[src/rtl/pack_pkg.sv]
// Shared widths and constants for the byte-to-word packer.
package pack_pkg;
  localparam int BYTE_W    = 8;
  localparam int WORD_W    = 16;
  localparam int DEPTH_DEF = 16;
  localparam logic [BYTE_W-1:0] PAD_BYTE = 8'h00;

  // First byte of a pair lands in the low half of the word.
  function automatic logic [WORD_W-1:0] pack_word(input logic [BYTE_W-1:0] hi,
                                                  input logic [BYTE_W-1:0] lo);
    return {hi, lo};
  endfunction
endpackage

[src/rtl/sc_word_fifo.sv]
// Single-clock first-word-fall-through FIFO with a registered head word.
// The head register is loaded with the word that will be at the front after
// each edge, so rdata is a flop output rather than a RAM read path.
module sc_word_fifo
  import pack_pkg::*;
#(
  parameter int DEPTH = DEPTH_DEF,
  parameter int AW    = 4
) (
  input  logic              clk,
  input  logic              rst,
  input  logic              push,
  input  logic [WORD_W-1:0] wdata,
  input  logic              pop,
  output logic [WORD_W-1:0] rdata,
  output logic [AW:0]       usedw,
  output logic              full,
  output logic              empty
);
  logic [WORD_W-1:0] mem_q [DEPTH];
  logic [AW-1:0]     wr_ptr_q, wr_ptr_d;
  logic [AW-1:0]     rd_ptr_q, rd_ptr_d;
  logic [AW:0]       count_q, count_d;
  logic [AW:0]       left;
  logic [WORD_W-1:0] rdata_q, rdata_d;
  logic              do_push, do_pop;

  assign full  = (count_q == (AW+1)'(DEPTH));
  assign empty = (count_q == '0);
  assign usedw = count_q;
  assign rdata = rdata_q;

  // Next pointers, occupancy and head word.
  always_comb begin
    do_push  = push && !full;
    do_pop   = pop && !empty;
    wr_ptr_d = wr_ptr_q + AW'(do_push);
    rd_ptr_d = rd_ptr_q + AW'(do_pop);
    count_d  = count_q + (AW+1)'(do_push) - (AW+1)'(do_pop);
    left     = count_q - (AW+1)'(do_pop);
    rdata_d  = rdata_q;
    if (count_d != '0) begin
      // Nothing older survives the pop: the incoming word becomes the head.
      if (left == '0) rdata_d = wdata;
      else            rdata_d = mem_q[rd_ptr_d];
    end
  end

  // Control state, synchronous reset.
  always_ff @(posedge clk) begin
    if (rst) begin
      wr_ptr_q <= '0;
      rd_ptr_q <= '0;
      count_q  <= '0;
      rdata_q  <= '0;
    end else begin
      wr_ptr_q <= wr_ptr_d;
      rd_ptr_q <= rd_ptr_d;
      count_q  <= count_d;
      rdata_q  <= rdata_d;
    end
  end

  // Storage array; contents are don't-care until written.
  always_ff @(posedge clk) begin
    if (do_push) mem_q[wr_ptr_q] <= wdata;
  end
endmodule

[src/rtl/byte_word_packer.sv]
// Byte stream to 16-bit word packer feeding a FWFT word FIFO.
// Optional feature macro: PACK_FLUSH_EN (flush pads a held odd byte with
// PAD_BYTE and pushes it). Without the macro, flush is ignored.
module byte_word_packer
  import pack_pkg::*;
#(
  parameter int DEPTH = DEPTH_DEF,
  parameter int AW    = 4
) (
  input  logic              clk,
  input  logic              rst,
  input  logic              in_valid,
  input  logic [BYTE_W-1:0] in_data,
  output logic              in_ready,
  input  logic              flush,
  output logic              out_valid,
  output logic [WORD_W-1:0] out_data,
  input  logic              out_ready,
  output logic [AW:0]       usedw,
  output logic              full,
  output logic              odd_held
);
  logic [BYTE_W-1:0] lo_byte_q, lo_byte_d;
  logic              odd_held_q, odd_held_d;
  logic              accept, push, flush_push, fifo_empty;
  logic [WORD_W-1:0] wdata;

`ifdef PACK_FLUSH_EN
  assign flush_push = flush && odd_held_q && !full;
  assign in_ready   = !flush && !(odd_held_q && full);
`else
  logic unused_flush;
  assign unused_flush = flush;
  assign flush_push   = 1'b0;
  assign in_ready     = !(odd_held_q && full);
`endif

  assign odd_held  = odd_held_q;
  assign out_valid = !fifo_empty;

  // Hold register update and word assembly.
  always_comb begin
    accept     = in_valid && in_ready;
    push       = (accept && odd_held_q) || flush_push;
    wdata      = flush_push ? pack_word(PAD_BYTE, lo_byte_q)
                            : pack_word(in_data, lo_byte_q);
    lo_byte_d  = lo_byte_q;
    odd_held_d = odd_held_q;
    if (accept) begin
      if (!odd_held_q) lo_byte_d = in_data;
      odd_held_d = !odd_held_q;
    end else if (flush_push) begin
      odd_held_d = 1'b0;
    end
  end

  // Hold register state.
  always_ff @(posedge clk) begin
    if (rst) begin
      lo_byte_q  <= '0;
      odd_held_q <= 1'b0;
    end else begin
      lo_byte_q  <= lo_byte_d;
      odd_held_q <= odd_held_d;
    end
  end

  sc_word_fifo #(.DEPTH(DEPTH), .AW(AW)) u_fifo (
    .clk   (clk),
    .rst   (rst),
    .push  (push),
    .wdata (wdata),
    .pop   (out_ready),
    .rdata (out_data),
    .usedw (usedw),
    .full  (full),
    .empty (fifo_empty)
  );
endmodule
[config.mk]
export PLATFORM = sky130hd
export DESIGN_NAME = byte_word_packer
export DESIGN_NICKNAME = d
export VERILOG_FILES = /design/src/rtl/pack_pkg.sv /design/src/rtl/sc_word_fifo.sv /design/src/rtl/byte_word_packer.sv
export SDC_FILE = /design/constraint.sdc
export NUM_CORES = 1
export LEC_CHECK = 0
export CORE_ASPECT_RATIO = 0.5
export CORE_MARGIN = 3
export CORE_UTILIZATION = 53
export CTS_CLUSTER_DIAMETER = 200
export DETAILED_ROUTE_END_ITERATION = 16
export GPL_TIMING_DRIVEN = 1
export PLACE_DENSITY = 0.71
export SLEW_MARGIN = 20
export SYNTH_ARGS = -nofsm -noshare
export SYNTH_HDL_FRONTEND = slang
export SYNTH_SLANG_ARGS = --single-unit
[constraint.sdc]
create_clock -name clk -period 4.7 [get_ports clk]
set_clock_uncertainty 0.05 [all_clocks]
set_input_delay 1.41 -clock clk [delete_from_list [all_inputs] [get_ports clk]]
set_output_delay 1.41 -clock clk [all_outputs]
set_load 0.02 [all_outputs]
Word-level counts from Yosys, hierarchy flattened
Memories as Yosys holds them, arrays and structs flattened.
Index checks and enable logic that the tools add are counted.
{"block": "classes", "add_sub_neg": 5, "n_eq_ne": 1, "n_mux": 3, "n_bitwise": 1, "n_reduce_logical": 13}
{"op": "2-to-1 mux 16 bit", "count": 1}
{"op": "logical NOT 5 bit", "count": 2}
{"op": "subtractor 5 x 1 -> 5 bit", "count": 2}
{"op": "adder 4 x 1 -> 4 bit", "count": 2}
{"op": "adder 5 x 1 -> 5 bit", "count": 1}
{"op": "== test 5 bit, second input constant", "count": 1}
{"op": "logical AND 1 bit", "count": 5}
{"op": "nonzero test 5 bit", "count": 1}
{"op": "logical NOT 1 bit", "count": 4}
{"op": "2-to-1 mux 1 bit", "count": 2}
{"op": "AND reduction 2 bit", "count": 1}
{"op": "NOT 1 bit", "count": 1}
{"block": "totals", "register_bits": 38, "mem_bits_rw": 256, "out_inout_bits": 25, "word_cells": 30, "n_memories": 1}
{"name": "u_fifo.mem_q", "depth": 16, "word_bits": 16, "read_ports": 1, "rd_clocked_by_memory_dff": 0, "wr": 1, "line": "sc_word_fifo.sv:20", "rtl": "logic [WORD_W-1:0] mem_q [DEPTH];"}

Depth between registers and ports, before layout
{"block": "depth", "word_depth": 9, "ltp_mapped": 16, "depth_no_buf": 14}

Modules after synthesis
A second synthesis with hierarchy kept.
{"block": "hier_totals", "cells_unflattened": 629, "hier_area_um2": 11908.9}
{"module": "sc_word_fifo", "instances": 1, "cells_each": 587, "area_per_inst_um2": 11477.3, "seq_area_each_um2": 8267.9}
{"module": "byte_word_packer", "instances": 1, "cells_each": 42, "area_per_inst_um2": 431.7, "seq_area_each_um2": 180.2}

Worst setup path before layout
No wires, ideal clock.
{"block": "synth_path", "path_type": "input to register", "start": "in out_ready", "end": "reg u_fifo.rdata_q[7], in the netlist u_fifo.rdata[7]", "arrival_time_ns": 3.707, "required_ns": 4.521, "setup_slack_ns": 0.814, "stages": 13, "cell_sequence": "and2_1 ha_1 inv_1 ha_1 inv_1 fa_1 o21bai_1 a21oi_1 xnor2_1 or3_1 buf_2 buf_2 a31oi_1"}
{"block": "synth_between", "elab_chain_len": 4, "word_cells_on_any_way": 8, "classes_between": "3 x add/sub; 1 x mux; 3 x reduce/logical; 1 x memory"}
{"item": "start: declaration", "line": "byte_word_packer.sv:18", "rtl": "input logic out_ready,"}
{"item": "logical AND 1 bit *", "line": "sc_word_fifo.sv:36", "rtl": "do_pop = pop && !empty;"}
{"item": "adder 4 x 1 -> 4 bit or subtractor 5 x 1 -> 5 bit (tied branches)", "line": "sc_word_fifo.sv:38, sc_word_fifo.sv:40"}
{"item": "memory (16 x 16 bit) or logical NOT 5 bit (tied branches)"}
{"item": "2-to-1 mux 16 bit", "line": "sc_word_fifo.sv:44", "rtl": "if (left == '0) rdata_d = wdata;"}
{"item": "end signal: assignment", "line": "sc_word_fifo.sv:60", "rtl": "rdata_q <= rdata_d;"}
{"item": "end: declaration", "line": "sc_word_fifo.sv:25", "rtl": "logic [WORD_W-1:0] rdata_q, rdata_d;"}
Every way passes the cells marked *; elsewhere a longest branch is shown, timed or not.
A chain may end at the register's enable or synchronous reset.

Final worst setup path
Same ends and word-level chain as after synthesis.

==> metrics.md <==
| Metric | Value |
|---|---|
| Syn Nets | `853` |
| VDD IR max | `0.3226 mV` |
| Core area | `approximately 21000 um^2` |
| Max_slew headroom | `54.12%` |
| Fin. Hold Viols | `0` |
| Via Count | `7299` |
| Setup repair bufs after CTS | `0` |
| Critical Path Fanout Max | `16` |
| First-pass GRT wire length | `between 40000 and 50000 um` |
| Final setup fails | `0` |
| Dpl hpwl | `17350 um` |
| Warnings, synthesis | `0` |
| Total GRT Usage | `between 20% and 30%` |
| GR Layer Usage met2 | `36.10%` |
| Hold Path Class | `reg -> reg` |
| H-Tree Depth | `1` |
| Largest net degree at the start of global routing | `62` |
| Synth Cell Area | `11810 um^2` |
| Period minus WS final | `3.886 ns` |
| Worst Path Class, Setup | `in -> reg` |
| Synth top area share | `65.10%` |
| Nets | `915` |
| PnR worst setup slack | `0.8142 ns` |
| Root buffer selected by CTS | `clkbuf_16` |
| Dpl ws | `0.2889 ns` |
| Row cnt | `37` |
| Power Dens Cells | `546.2 nW/um^2` |
| Crit-path cells | `clkdlybuf4s50_1 -> and2_1 -> ha_1 -> inv_1 -> ha_1 -> inv_1 -> fa_1 -> o21bai_1 -> a21oi_1 -> xnor2_1 -> or3_1 -> a31oi_1` |
| Worst flop-to-flop path startpoint | `u_fifo.usedw[2]` |
| Cts hold-fix bufs | `0` |
| Setup TNS | `0 ns` |
| GRT overflow | `0` |
| Share of layout cells above drive strength 1 | `12.36%` |
| # DRC | `0` |
| Worst-path clk slew | `roughly 0.060 ns` |
| CP top delay family | `simple AND/OR/NAND/NOR gates` |
| Achievable clock frequency | `0.2574 GHz` |
| RSZ-0062 raised after global routing | `no` |
| CTS buffer count | `25` |
| Port Buffers | `36` |
| Outcome | `completed` |
| Initial drt markers | `823` |
| Final wirelength | `between 20000 and 30000 um` |
| Worst Path Buf+Inv | `3` |
| Die W | `217.1 um` |
| Delay of the slowest cell on the worst path | `0.65 ns` |
| Final worst-path cycle share | `about 83%` |
| Pre-Repair DR Iteration Count | `5` |
| Slew @ Worst Pin | `0.6860 ns` |
| Synthesis-stage register bit count | `294` |
| Reg-to-reg slack, setup | `between 1 and 1.5 ns` |
| Slowest CP cell | `or3_1` |
| Final hold slack | `about 0.5 ns` |
| Slew Limit Fails | `0` |
| Height of the chip | `111.6 um` |
| GR Layer Usage met3 | `under 10%` |
| CTS tree | `done` |
| Total of max-cap violations | `0` |
| R2r worst-path depth | `14` |
| Worst Setup SP | `out_ready` |
| Initial antenna violation count | `0` |
| CP Data Arrival Time | `4.28 ns` |
| # IOs | `38` |
| CP Depth | `12` |
| Initial core utilization | `around 56%` |
| Synth-to-layout area growth | `15.74%` |
| Worst Path Required | `5.09 ns` |
| Worst setup endpoint | `u_fifo.rdata[7]` |
| Sequential-to-total area share from yosys stat | `a little under three quarters` |
| Clock Tree Buf Depth | `3` |
| Crit. End Element | `flip-flop` |
| CP Launch Type | `input port` |
| Syn Area/Cell | `14.31 um^2` |
| Largest area contributor in the netlist | `edfxtp_1` |
| Via density per instance | `between 6 and 7` |
| Vias in the first global route | `7086` |
| Lkg Pwr | `between 0.004 and 0.005 uW` |
| Routed Antenna Nets | `0` |
| Die area | `roughly 24000 um^2` |
| N_diodes | `0` |
| FILL cells | `1529` |
| Distinct cells, synth | `37` |
| Capture point of the worst reg-to-reg path | `u_fifo.rdata[7]` |
| Met1 Use GR | `35.79%` |
| Synth area leaders | `edfxtp_1 65%, dfxtp_1 6.4%, mux2i_1 5.9%` |
| Clk sinks | `just under 300` |
| Routability Congestion | `0.8519` |
| CTS resizes | `0` |
| Post-synthesis cell count | `825` |
| Worst-Skew Late Latency | `0.52 ns` |
| Gr busiest metal | `met2` |
| Average wire per standard cell | `24.19 um` |
==> power by group <==
| group | switching [uW] | internal (uW) |
|---|---|---|
| Clock | 888 | 1140 |
| Sequential | 97.3 | 2950 |
| Combinational | 1490 | 901 |
| Total | 2470 | 4990 |
==> tightest hold or removal path, stage by stage (launching register included) <==
cell and delay, ns:
dfxtp_1 0.35, nor2_1 0.12, nor3_1 0.05
==> cells in the mapped netlist <==
cell type	n
mux4_2	4
o2111ai_1	1
and3_1	2
nand2_1	123
xor2_1	3
or4_1	1
clkinv_1	1
and4_1	13
nor2b_1	9
inv_1	12
a31oi_1	31
o21ai_0	1
clkbuf_1	33
mux2i_1	70
o21bai_1	3
buf_6	1
xnor2_1	8
buf_2	13
buf_4	3
o41ai_1	16
nor3_1	5
dfxtp_1	38
nand3b_1	5
or3_1	2
nor2_1	32
a22oi_1	30
and2_1	4
nand3_1	49
edfxtp_1	256
a21oi_1	6
ha_1	14
fa_1	1
nand2b_1	2
a41oi_1	15
a211oi_1	2
o2111a_1	1
nand4_1	15
==> flip-flops by register name, indices dropped and copies added, names as in the netlist <==
name and flops:
u_fifo.mem_q 256, u_fifo.rdata 16, lo_byte_q 8, u_fifo.usedw 5, u_fifo.rd_ptr_q 4, u_fifo.wr_ptr_q 4
odd_held 1
==> cell type report <==
cell class	instances	area [um^2]	share of cell area, %
Clock inverter	14	122.6	0.8971
Timing Repair Buffer	85	828.3	6.060
Sequential cell	294	8448	61.81
Multi-Input combinational cell	468	3173	23.21
Inverter	13	48.80	0.3570
Tap cell	292	365.4	2.673
Clock buffer	32	681.9	4.989
==> logic make-up (layout without fill, tap and decap cells) <==
group / count (synthesis) / count (layout) / synth area share, %
compound gates: 106 / 106 / 6.633
buf+inv: 63 / 144 / 2.299
xor+xnor: 11 / 11 / 0.8159
flops: 294 / 294 / 71.54
mux: 74 / 74 / 6.696
simple gates: 262 / 262 / 10.36
fa+ha+maj: 15 / 15 / 1.653
==> worst min-delay path by stage <==
stage,start,to,cells past startpoint
floorplan,u_fifo.rd_ptr_q[3],u_fifo.rd_ptr_q[3],2
global placement,odd_held,odd_held,2
detailed placement,odd_held,odd_held,2
CTS,odd_held,odd_held,2
global route,u_fifo.rdata[1],u_fifo.rdata[1],2
finish,odd_held,odd_held,2
==> layout by cell type (no fill, tap or decap), drive strengths merged <==
cell,n
a211oi,2
edfxtp,256
mux2i,70
nor2,32
o21ai,1
a21oi,6
or4,1
nor3,5
a31oi,31
fa,1
nor2b,9
or3,2
buf,49
o2111ai,1
o2111a,1
xor2,3
nand4,15
a22oi,30
ha,14
clkinv,12
and3,2
and4,13
clkbuf,32
bufinv,2
dfxtp,38
inv,13
mux4,4
a41oi,15
o41ai,16
nand3b,5
nand3,49
xnor2,8
and2,4
nand2b,2
clkdlybuf4s50,36
o21bai,3
nand2,123
==> stage by stage <==
stage,cells,total power (uW),utilization [%],area [um^2]
after floorplan,825,4458,-,11810
after global placement,1152,5424,60.67,12860
after detailed placement,1152,5457,60.67,12860
after CTS,1198,7462,64.46,13670
after global routing,1198,7784,64.46,13670
final,1198,7465,64.46,13670
==> metal layers <==
| metal | part of all wire, % | vias up |
|---|---|---|
| met3 | 9.9 | 32 |
| met2 | 45 | 320 |
| met1 | 44 | 3655 |
| met4 | 1.4 | 0 |
| met5 | 0 | - |
| li1 | - | 3292 |
Power figures use the tool's default switching activity.
==> RTL change 1, RTL diff (same settings) <==
Add a define of `PACK_FLUSH_EN`.
--- a/src/rtl/byte_word_packer.sv
+++ b/src/rtl/byte_word_packer.sv
@@ -1,6 +1,8 @@
 // Byte stream to 16-bit word packer feeding a FWFT word FIFO.
 // Optional feature macro: PACK_FLUSH_EN (flush pads a held odd byte with
 // PAD_BYTE and pushes it). Without the macro, flush is ignored.
+`define PACK_FLUSH_EN
+
 module byte_word_packer
   import pack_pkg::*;
 #(
Formal check against the unedited RTL: not equivalent (a bounded check fails within 4 cycles, from zero or initial values and one cycle with rst high).
==> RTL change 1 against the original RTL <==
  * Worst setup slack got worse by 280 ps
  * Sequential cell count unchanged
  * Synthesized cell count fell by 28%
  * Total power grew 5.4%
  * Routed wire length shrank 9.0%
  * Worst hold slack improved by 27 ps
  * Area after synthesis fell by 1.3%
  * Cell area down 1.2%
  * Critical path type is now flop to flop
  * Highest routed layer unchanged
==> RTL change 1: results (changes against the original RTL) <==
[run_status]
status=complete, no violations  ; unchanged

[cells_and_area]
stdcell_count=969  ; was 1198
post-route-util=0.641  ; was 0.645
finish.net_count=684  ; was 915
fillers=1417  ; was 1529

[yosys]
syn-num-nets=619  ; was 853
synthTopCellsByArea=edfxtp_1 66%, mux4_2 12%, dfxtp_1 6.5%, mux2_2 3.1%, ha_1 1.4%  ; was edfxtp_1 65%, dfxtp_1 6.4%, mux2i_1 5.9%, nand2_1 3.9%, nand3_1 2.1%
synth_compound_area_frac=0.0419  ; was 0.0663
synth_xor_area_frac=0.00752  ; was 0.00816
ys_seq_area_frac=0.725  ; was 0.715
synth.avg_cell_area_sq_um=19.7  ; was 14.3 sq um
yosys.area_share.adder=0.0157  ; was 0.0165
ys_types=42  ; was 37

[place]
io_buffer_count=37  ; was 36
postPlaceCellArea_sq_um=12700  ; was 12900 sq um
gp_congestion=0.781  ; was 0.852
pre_cts_ws_ps=208  ; was 289 ps
dpl.cell_count=921  ; was 1152
dp_hpwl_mm=15.6  ; was 17.4 mm

[drt]
wl_met2_mm=11.8  ; was 12.9 mm
wl_per_cell_um=27.2  ; was 24.2 um
drt_iter0_markers=877  ; was 823
dr.pass1.iters=8  ; was 5
viasPerCell=6.32  ; was 6.09
wl_met3_mm=2.34  ; was 2.86 mm

[grt]
use_met2=0.338  ; was 0.361
grt_first_pass_wirelength_mm=40.6  ; was 43.8 mm
use_met3=0.0367  ; was 0.0635

[power]
peakVddDrop_uv=361  ; was 323 uV
p_total_w=0.00787  ; was 0.00747 W
p_leak_nw=4.38  ; was 4.47 nW
seqPwrFrac=0.387  ; was 0.408
comb_power_w=0.00281  ; was 0.00239 W

[clock_network]
cts_buffers=26  ; was 25

[sta]
worstMarginPinSlew_ps=729  ; was 686 ps

RTL change 1: cell count changes after synthesis, moves of 30 or more:
| cell | unedited run | this run |
|---|---|---|
| mux2i_1 | 70 | 8 |
| a22oi_1 | 30 | 0 |
| mux2_2 | 0 | 32 |
| mux4_2 | 4 | 64 |
| nand2_1 | 123 | 1 |
| nand3_1 | 49 | 3 |
RTL change 1: path summary, 6_finish.rpt:
kind                                         to            start  cells after the start  slack (ps)
worst max-delay path            u_fifo.rdata[0]  u_fifo.usedw[2]                     13         540
worst min-delay path            u_fifo.rdata[3]  u_fifo.rdata[3]                      2         540
worst max register to register  u_fifo.rdata[0]  u_fifo.usedw[2]                     13         540
worst min register to register  u_fifo.rdata[3]  u_fifo.rdata[3]                      2         540
RTL change 1: layout make-up:
cell class | instances | share of cell area
tap | 292 | 0.0271
inverter | 10 | 0.00278
sequential | 294 | 0.626
multi-input combinational | 256 | 0.230
clock inverter | 15 | 0.00695
timing repair buffer | 69 | 0.0545
clock buffer | 33 | 0.0532
==> RTL change 2, RTL diff (same flow settings) <==
Without the edit above. `rdata_q` no longer has a reset.
--- a/src/rtl/sc_word_fifo.sv
+++ b/src/rtl/sc_word_fifo.sv
@@ -52,13 +52,15 @@
       wr_ptr_q <= '0;
       rd_ptr_q <= '0;
       count_q  <= '0;
-      rdata_q  <= '0;
     end else begin
       wr_ptr_q <= wr_ptr_d;
       rd_ptr_q <= rd_ptr_d;
       count_q  <= count_d;
-      rdata_q  <= rdata_d;
     end
+  end
+
+  always_ff @(posedge clk) begin
+    rdata_q <= rdata_d;
   end
 
   // Storage array; contents are don't-care until written.
Formal check against the unedited RTL: differs if rst is asserted again (counterexample within 4 cycles, from zero or initial values and one cycle with rst high); with rst held inactive, the same outputs for 10 cycles.
==> RTL change 2 against the original RTL <==
  * Routed wire length shrank 20%
  * First-iteration DRC count decreased by 52%
  * Clock power up 3%
  * Synthesized cell count decreased by 33%
  * Sequential cell count unchanged
  * Worst setup slack gained 190 ps
  * Total power up 1.4%
  * Combinational power shrank 2%
  * Largest cell class unchanged
  * Cell area down 0.96%
  * Area after synthesis is 0.34% higher
  * Count of clock-buffer cells in the layout grew 6
  * Highest routed layer unchanged
==> RTL change 2: results (changes against the original RTL) <==
[power]
p_leak_nw=4.54  ; was 4.47 nW
peakVddDrop_uv=421  ; was 323 uV

[grt]
use_met3=0.0368  ; was 0.0635
grt_use_total=0.197  ; was 0.241
use_met2=0.300  ; was 0.361
grt_first_pass_wirelength_mm=35.5  ; was 43.8 mm
gr-usage-met1=0.303  ; was 0.358
grt_max_degree=38  ; was 62

[run_status]
status=complete, no violations  ; unchanged

[cells_and_area]
drive_above_1_share=0.198  ; was 0.124
fillers=1419  ; was 1529

[yosys]
ys_types=38  ; was 37
synthTopCellsByArea=edfxtp_1 69%, mux4_1 8.4%, mux4_2 4.9%, mux2i_1 4.7%, dfxtp_1 3.7%  ; was edfxtp_1 65%, dfxtp_1 6.4%, mux2i_1 5.9%, nand2_1 3.9%, nand3_1 2.1%
synth_edf_count=272  ; was 256
syn-num-nets=584  ; was 853
yosys-top-cells-count=272 x edfxtp_1, 56 x mux2i_1, 38 x mux4_1, 26 x mux4_2, 25 x nor2_1  ; was 256 x edfxtp_1, 123 x nand2_1, 70 x mux2i_1, 49 x nand3_1, 38 x dfxtp_1

[worst_setup_path]
slowest_stage=clkdlybuf4s50_1  ; was or3_1
reg2reg_slack_ps=1350  ; was 1210 ps

[place]
gp_congestion=0.774  ; was 0.852
dpl.cell_count=887  ; was 1152
dp_hpwl_mm=12.9  ; was 17.4 mm

[drt]
wl_met1_mm=10.6  ; was 12.8 mm
vias=5571  ; was 7299

[sta]
worstMarginPinSlew_ps=913  ; was 686 ps
min_period_over_period=0.786  ; was 0.827

RTL change 2: cell count changes after synthesis, moves of 16 or more:
cell      before  now
a31oi_1       31    0
mux4_1         0   38
nand3_1       49    5
nand2_1      123    3
dfxtp_1       38   22
clkbuf_1      33    9
o41ai_1       16    0
mux2_2         0   16
edfxtp_1     256  272
a22oi_1       30    0
mux4_2         4   26
RTL change 2: worst min path at each step:
| stage | startpoint | end | slack, ps | cells after the start |
|---|---|---|---|---|
| 5_1_grt | odd_held | odd_held | 550 | 2 |
| 3_5_place_dp | odd_held | odd_held | 480 | 2 |
| 6_report | odd_held | odd_held | 490 | 2 |
| 4_1_cts | odd_held | odd_held | 500 | 2 |
| 3_3_place_gp | odd_held | odd_held | 470 | 2 |
| 2_1_floorplan | u_fifo.wr_ptr_q[1] | u_fifo.wr_ptr_q[1] | 510 | 2 |
RTL change 2: cell families (layout without fill, tap and decap cells):
kind of cell | after synthesis | in the layout | share of synthesized area
flops | 294 | 294 | 0.727
mux | 136 | 136 | 0.196
simple gates | 60 | 60 | 0.0261
buf+inv | 35 | 120 | 0.0215
fa+ha+maj | 15 | 15 | 0.0165
xor+xnor | 10 | 10 | 0.00961
compound gates | 6 | 6 | 0.00359
RTL change 2: final cells by class:
type / count / area, sq um / share of cell area
Timing Repair Buffer: 64 / 621 / 0.0458
Inverter: 10 / 37.5 / 0.00277
Multi-Input combinational cell: 227 / 3070 / 0.227
Clock buffer: 38 / 714 / 0.0528
Sequential cell: 294 / 8610 / 0.636
Clock inverter: 8 / 116 / 0.00860
Tap cell: 292 / 365 / 0.0270
RTL change 2: power breakdown:
group	switching, W	internal [W]	total, W
clock network	0.000882	0.00121	0.00210
registers	0.0000766	0.00304	0.00312
logic	0.00111	0.00124	0.00235
total	0.00207	0.00550	0.00757
